## src/rtl/uart_tx_fifo.sv

```systemverilog
// Byte-wide UART transmitter (8N1, LSB first) fed by a small synchronous FIFO.
// Frames run back-to-back while the FIFO has data; each frame is 10*CLK_DIV cycles.
module uart_tx_fifo #(
   parameter int CLK_DIV    = 868,
   parameter int DEPTH_LOG2 = 4
) (
   input  logic                  clk,
   input  logic                  reset,
   input  logic [31:0]           din,
   input  logic                  we,
   output logic                  txd,
   output logic                  busy,
   output logic                  full,
   output logic                  empty,
   output logic [DEPTH_LOG2:0]   level,
   output logic                  overflow
);
   localparam int DEPTH = 2 ** DEPTH_LOG2;
   localparam int LVL_W = DEPTH_LOG2 + 1;
   localparam int CNT_W = $clog2(CLK_DIV);

   typedef enum logic [1:0] {IDLE, START, DATA, STOP} state_t;

   state_t                 state_reg, state_next;
   logic [CNT_W-1:0]       cnt_reg, cnt_next;
   logic [2:0]             bit_idx_reg, bit_idx_next;
   logic [7:0]             shift_reg, shift_next;
   logic                   txd_reg, txd_next;
   logic                   bit_end;
   logic                   pop;

   logic [7:0]             mem [DEPTH];
   logic [DEPTH_LOG2-1:0]  wr_ptr_reg, rd_ptr_reg;
   logic [LVL_W-1:0]       level_reg, level_next;
   logic                   full_reg, empty_reg, overflow_reg;
   logic                   push;

   // Only the low byte of the write word is transmitted.
   logic unused_din_hi;
   assign unused_din_hi = ^din[31:8];

   assign push    = we && !full_reg;
   assign bit_end = (cnt_reg == CNT_W'(CLK_DIV - 1));

   always_comb begin
      level_next = level_reg;
      case ({push, pop})
         2'b10:   level_next = level_reg + LVL_W'(1);
         2'b01:   level_next = level_reg - LVL_W'(1);
         default: level_next = level_reg;
      endcase
   end

   always_ff @(posedge clk) begin
      if (!reset && push) begin
         mem[wr_ptr_reg] <= din[7:0];
      end
   end

   always_ff @(posedge clk) begin
      if (reset) begin
         wr_ptr_reg   <= '0;
         rd_ptr_reg   <= '0;
         level_reg    <= '0;
         full_reg     <= 1'b0;
         empty_reg    <= 1'b1;
         overflow_reg <= 1'b0;
      end else begin
         if (push) wr_ptr_reg <= wr_ptr_reg + DEPTH_LOG2'(1);
         if (pop)  rd_ptr_reg <= rd_ptr_reg + DEPTH_LOG2'(1);
         // A write against a full FIFO is lost even if a pop frees a slot on the same edge.
         if (we && full_reg) overflow_reg <= 1'b1;
         level_reg <= level_next;
         full_reg  <= (level_next == LVL_W'(DEPTH));
         empty_reg <= (level_next == '0);
      end
   end

   always_comb begin
      state_next   = state_reg;
      cnt_next     = cnt_reg;
      bit_idx_next = bit_idx_reg;
      shift_next   = shift_reg;
      txd_next     = txd_reg;
      pop          = 1'b0;
      case (state_reg)
         IDLE: begin
            txd_next = 1'b1;
            cnt_next = '0;
            if (!empty_reg) begin
               pop        = 1'b1;
               shift_next = mem[rd_ptr_reg];
               state_next = START;
               txd_next   = 1'b0;
            end
         end
         START: begin
            if (bit_end) begin
               cnt_next     = '0;
               bit_idx_next = 3'd0;
               state_next   = DATA;
               txd_next     = shift_reg[0];
            end else begin
               cnt_next = cnt_reg + CNT_W'(1);
            end
         end
         DATA: begin
            if (bit_end) begin
               cnt_next = '0;
               if (bit_idx_reg == 3'd7) begin
                  state_next = STOP;
                  txd_next   = 1'b1;
               end else begin
                  bit_idx_next = bit_idx_reg + 3'd1;
                  shift_next   = {1'b0, shift_reg[7:1]};
                  txd_next     = shift_reg[1];
               end
            end else begin
               cnt_next = cnt_reg + CNT_W'(1);
            end
         end
         STOP: begin
            if (bit_end) begin
               cnt_next = '0;
               // Chain straight into the next start bit so frames have no idle gap.
               if (!empty_reg) begin
                  pop        = 1'b1;
                  shift_next = mem[rd_ptr_reg];
                  state_next = START;
                  txd_next   = 1'b0;
               end else begin
                  state_next = IDLE;
                  txd_next   = 1'b1;
               end
            end else begin
               cnt_next = cnt_reg + CNT_W'(1);
            end
         end
         default: begin
            state_next = IDLE;
            txd_next   = 1'b1;
         end
      endcase
   end

   always_ff @(posedge clk) begin
      if (reset) begin
         state_reg   <= IDLE;
         cnt_reg     <= '0;
         bit_idx_reg <= 3'd0;
         shift_reg   <= 8'd0;
         txd_reg     <= 1'b1;
      end else begin
         state_reg   <= state_next;
         cnt_reg     <= cnt_next;
         bit_idx_reg <= bit_idx_next;
         shift_reg   <= shift_next;
         txd_reg     <= txd_next;
      end
   end

   assign txd      = txd_reg;
   assign busy     = (state_reg != IDLE) || !empty_reg;
   assign full     = full_reg;
   assign empty    = empty_reg;
   assign level    = level_reg;
   assign overflow = overflow_reg;

endmodule

```

## config.mk

```make
export PLATFORM = sky130hd
export DESIGN_NAME = uart_tx_fifo
export DESIGN_NICKNAME = d
export VERILOG_FILES = /design/src/rtl/uart_tx_fifo.sv
export SDC_FILE = /design/constraint.sdc
export NUM_CORES = 1
export LEC_CHECK = 0
export CAP_MARGIN = 20
export CORE_MARGIN = 2
export CORE_UTILIZATION = 39
export CTS_CLUSTER_SIZE = 12
export DETAILED_ROUTE_END_ITERATION = 7
export PLACE_DENSITY = 0.65
export SETUP_SLACK_MARGIN = 0.15
export SYNTH_ARGS = -nofsm -noshare
export SYNTH_HDL_FRONTEND = slang
export SYNTH_SLANG_ARGS = --single-unit
export TNS_END_PERCENT = 50
```

## constraint.sdc

```tcl
create_clock -name clk -period 3.8 [get_ports clk]
set_input_delay 1.14 -clock clk [delete_from_list [all_inputs] [get_ports clk]]
set_output_delay 1.14 -clock clk [all_outputs]
set_load 0.005 [all_outputs]
```

; ---- Word-level counts from Yosys, hierarchy flattened
; Memory sizes are Yosys's and may differ from the RTL's. A register that Yosys moved wholly into a read port is not among the register bits.
; Index checks and enable logic that the tools add are counted.
[classes]
reduce_logical = 17
mux = 32
n_addsub = 6
n_eq_ne = 14
[op_table]
columns = op, n
row1 = $mux 8, 4
row2 = $pmux 8 s3, 1
row3 = $pmux 10 s2, 1
row4 = $ne 2x2->1 const B, 6
row5 = $add 10x1->10 const B, 1
row6 = $eq 10x10->1 const B, 1
row7 = $mux 1, 10
row8 = $mux 10, 1
row9 = $mux 2, 5
row10 = $pmux 5 s2, 1
row11 = $mux 3, 3
row12 = $add 4x1->4 const B, 2
row13 = $mux 4, 2
row14 = $pmux 2 s4, 1
row15 = $reduce_and 4->1, 2
row16 = $eq 2x2->1 const B, 3
row17 = $pmux 3 s2, 1
row18 = $add 5x1->5 const B, 1
row19 = $eq 5x5->1 const B, 1
row20 = $logic_not 5->1, 1
row21 = $reduce_and 5->1, 1
row22 = $sub 5x1->5 const B, 1
row23 = $eq 2x1->1 const B, 2
row24 = $pmux 1 s4, 1
row25 = 11 further kinds, 16
[word_totals]
mem_count = 1
out_inout_bits = 10
reg_bits = 40
ramBits = 128
word_cells = 81
inputBits = 35
[memory_table]
columns = memory, words, word_bits, read_ports, rd_ports_with_merged_regs, write_ports, line
row1 = mem, 16, 8, 1, 1, 1, 32  ; logic [7:0] mem [DEPTH];

; ---- Depth between registers and ports, before layout
[logic_depth]
word_depth = 6
depth_mapped = 13
mapped_depth_nobuf = 13

; ---- Worst setup path before layout
; No wires, ideal clock.
[synth_timing]
kind = input-to-reg
start = in we
end = reg full_reg, in the netlist full
n_path_buf = 1
arrival_ns = 3.099
path_slack_ns = 0.609
required_time_ns = 3.708
path_stages = 11
setup_time_ns = 0.092
path_cell_list = nor2b_1 -> buf_2 -> inv_1 -> nand2_1 -> nor2_1 -> xor2_1 -> ha_1 -> or4b_1 -> a31oi_1 -> xnor2_1 -> nor4_1
[synth_via]
elab_chain_cells = 4
elab_cells_between_ends = 5
classes_between = 3 x eq/ne / 1 x mux / 1 x reduce/logical
[synth_lines]
columns = item, line
row1 = start: declaration, 10  ; input logic we,
row2 = $logic_and 1x1->1 (*), 42  ; assign push = we && !full_reg;
row3 = $eq 2x1->1 / $eq 2x2->1 (equally long branches), 47  ; case ({push, pop})
row4 = $pmux 5 s2 (*), 47
row5 = $eq 5x5->1 (*), 74  ; full_reg <= (level_next == LVL_W'(DEPTH));
row6 = end signal: assignment, 74
row7 = end: declaration, 35  ; logic full_reg, empty_reg, overflow_reg;
; Mark *: on every way between the ends. The rest lies on a longest branch, timed or not.
; A chain may end at the register's enable or synchronous reset.

; ---- Worst setup path in the final report
[layout_timing]
start = in we
end = reg empty_reg, in the netlist empty
[layout_via]
elab_chain_cells = 4
elab_cells_between_ends = 5
classes_between = 2 x eq/ne / 1 x mux / 2 x reduce/logical
[layout_lines]
columns = item, line
row1 = $logic_and 1x1->1 (*), 42
row2 = $eq 2x1->1 / $eq 2x2->1 (equally long branches), 47
row3 = $pmux 5 s2 (*), 47
row4 = $logic_not 5->1 (*), 75  ; empty_reg <= (level_next == '0);
row5 = end signal: assignment, 75
row6 = end: declaration, 35
; Marks and branches as above.

==> impl_metrics.py <==
metrics = {
    "status": {
        "run_status": "finished clean",
    },
    "setup_path": {
        "worst_path_dominant_cell_family": "simple AND/OR/NAND/NOR gates",
        "path_common_cell": "xor2_1",
        "path_class": "in2reg",
        "cp_data_arrival_time_ps": 3680,
        "critPathBufInv": 2,
        "critical_path.cell_chain": "clkdlybuf4s50_1 -> nor2b_1 -> inv_1 -> nand2_1 -> nor2_1 -> xor2_1 -> ha_1 -> or4b_1 -> a31oi_1 -> xor2_1 -> o31ai_1",
        "slowest_stage": "or4b_1",
        "crit_fanout": 4,
        "end_kind": "register",
        "cp_slowest_stage_delay_ps": 510,
        "timing.critical_path.from_type": "input pin",
        "critPathRequiredTime_ps": 4140,
    },
    "final_layout": {
        "nNetsFinal": 548,
        "largest_register_ff_count": 128,
        "layout-area-overhead-vs-synth_pct": 16.0,
        "mostFrequentLayoutCells": "128 x edfxtp_1, 55 x nor2_1, 43 x dfxtp_1",
        "antenna_cells_inserted": 0,
        "layout.cells.most_common": "edfxtp_1",
        "filler_cell_count": 1563,
        "layout-drive-gt1-share_pct": 16.6,
        "postLayoutCoreUtil_pct": 46.4,
    },
    "cts": {
        "cts_tree": "built",
        "h-tree-depth": 4,
        "clock_insertion_delay_worst_skew_ps": 430,
        "cts.sinks": 172,
        "tritoncts.num_buffers": 17,
        "cts.clk_slew.worst_paths_ps": 70,
        "clockBufferDepth": 2,
        "cts_hold_buf": 0,
        "clock-root-buffer": "clkbuf_16",
    },
    "run": {
        "drv.max_cap_violation_count": 0,
    },
    "sta": {
        "final.period_utilization_pct": 88.0,
        "slew-limit-headroom_pct": 32.4,
        "worst_clock_skew_ps": 5.24,
        "fin_crit_ps": 3340,
        "fin_setup_tns_ps": 0,
        "tightest_slew_ps": 1010,
        "setup_violations": 0,
        "fmax_ghz": 0.299,
        "final-max-slew-violation-count": 0,
        "finalHoldWorstSlack_ps": 457,
        "finalHoldViolCount": 0,
        "rsz0062_at_grt": "false",
    },
    "global_routing": {
        "pin_count_of_the_biggest_net_entering_global_routing": 31,
        "globalRoute.totalOverflow": 0,
        "global_route.usage.total_pct": 15.5,
        "number_of_antenna_violations_at_the_first_check_in_global_routing": 0,
        "first_global_vias": 4164,
        "grt_first_pass_wirelength_um": 22900,
    },
    "power_and_ir_drop": {
        "powerDensity_nw_per_um2": 638,
        "static-leakage-power_nw": 2.81,
        "ir_worst_vdd_v": 0.000424,
    },
    "floorplanning": {
        "starting_density_of_the_core_pct": 40.0,
        "die_width_um": 140,
        "dieArea_sq_um": 19600,
        "die-height_um": 140,
        "core.rowCount": 49,
        "coreArea_sq_um": 18000,
        "io_pins": 45,
    },
    "synth": {
        "post_synth_instance_area_sq_um": 7210,
        "yosys_warnings": 0,
        "synth_top_flop_cell": "edfxtp_1",
        "synth_area_per_cell_sq_um": 15.8,
        "asyncSetResetFlopFracSynth_pct": 0,
        "synthCells": 457,
        "synth.lib_cells_used.distinct": 55,
        "count_of_flip_flops_with_a_built_in_enable_after_synthesis": 128,
        "syn-num-nets": 507,
        "ys_seq_area_share_pct": 65.5,
        "synth.ff_latch_count": 172,
    },
    "routing": {
        "routed_wl_um": 14000,
        "drc": 0,
        "wl_per_cell_um": 18.9,
        "ant_nets": 0,
        "vias_per_cell": 5.44,
        "route.vias.total": 4023,
        "drt_pre_antenna_iters": 4,
        "initialDrtViolationCount": 306,
    },
    "placement": {
        "routability_congestion_estimate": 0.866,
        "portBuffers": 20,
        "hpwl_um": 9050,
    },
    "hold_path": {
        "hold_path.class": "reg2reg",
    },
}
==> routing by layer <==
metal / up-vias / track usage, % / wire [um]
met5: - / 0 / 0
met4: 0 / 6.95 / 482
met3: 34 / 4.75 / 679
met2: 97 / 25.0 / 6870
met1: 2034 / 19.5 / 5990
li1: 1858 / - / -
==> layout make-up <==
type / count / area, sq um / share of cell area (%)
clock buffers: 17 / 425 / 5.08
clock inverters: 15 / 186 / 2.23
inverters: 9 / 33.8 / 0.404
multi-input cells: 254 / 2330 / 27.8
flip-flops and latches: 172 / 4730 / 56.5
well taps: 229 / 287 / 3.42
repair buffers: 44 / 380 / 4.55
==> final timing paths <==
check	end	startpoint	slack, ps	cells after the start
worst min register to register	cnt_reg[0]	cnt_reg[0]	460	1
worst max-delay path	empty	we	460	11
worst max register to register	empty	cnt_reg[0]	690	11
worst min-delay path	cnt_reg[0]	cnt_reg[0]	460	1
==> worst reg2reg max path: cells and delay by family, from the launching register on <==
family | cells | cell delay [ps]
XOR/XNOR | 1 | 110
flip-flops | 1 | 370
buffers and inverters | 2 | 260
AND/OR/NAND/NOR | 3 | 1010
AO/OA/AOI/OAI | 3 | 810
adder cells (fa/ha/maj) | 2 | 490
==> cells by family (layout without fill, tap and decap cells) <==
kind of cell / after synthesis / in the layout / share of synthesized area (%)
DFF: 172 / 172 / 65.5
and+or+nand+nor: 129 / 129 / 8.85
AOI/OAI and AO/OA: 47 / 47 / 4.49
muxes: 46 / 46 / 14.2
buffers and inverters: 31 / 85 / 2.26
xor gates and xnor gates: 17 / 17 / 2.06
adders and majority gates: 15 / 15 / 2.60
==> repair_timing <==
action | 4_1_cts | 5_1_grt
endpoints found under the setup margin | 0 | 2
buffers inserted | 0 | 0
resized for setup | 0 | 1
==> cell usage after synthesis (2+ instances only) <==
| cell | number | area (sq um) |
|---|---|---|
| ha_1 | 15 | 188 |
| buf_2 | 2 | 10.0 |
| buf_1 | 3 | 11.3 |
| or2_0 | 4 | 25.0 |
| nand2b_1 | 7 | 43.8 |
| xnor2_1 | 6 | 52.6 |
| nand3_1 | 13 | 65.1 |
| o31ai_1 | 2 | 15.0 |
| nor3b_1 | 2 | 15.0 |
| xor2_1 | 11 | 96.3 |
| a21oi_1 | 16 | 80.1 |
| nor2_1 | 55 | 206 |
| buf_12 | 2 | 40.0 |
| nand4_1 | 6 | 37.5 |
| edfxtp_1 | 128 | 3840 |
| a22oi_1 | 7 | 52.6 |
| nor4_1 | 2 | 12.5 |
| mux2i_1 | 5 | 50.1 |
| and3_1 | 4 | 25.0 |
| o21ai_0 | 4 | 20.0 |
| nor2b_1 | 3 | 18.8 |
| nand2_1 | 17 | 63.8 |
| a211oi_1 | 2 | 15.0 |
| a41o_1 | 2 | 20.0 |
| mux4_2 | 23 | 518 |
| or3_1 | 4 | 25.0 |
| clkbuf_1 | 13 | 48.8 |
| and2_1 | 3 | 18.8 |
| inv_1 | 9 | 33.8 |
| nor3_1 | 3 | 15.0 |
| mux4_1 | 17 | 447 |
| dfxtp_1 | 44 | 881 |
==> report_power, final <==
part	internal [mW]	switching, mW	leakage, nW
clock	1.05	0.749	0.302
combinational	0.652	0.572	0.993
sequential	2.14	0.180	1.51
total	3.84	1.50	2.81
==> metrics by stage <==
stage	std cells	setup WS, ps	power, mW	cell area, sq um
final	740	457	5.34	8370
after global routing	740	240	5.62	8370
after CTS	740	498	5.38	8360
after detailed placement	708	46.6	3.59	7750
after global placement	708	128	3.54	7750
after floorplan	457	609	3.26	7210
Power figures use the tool's default switching activity.
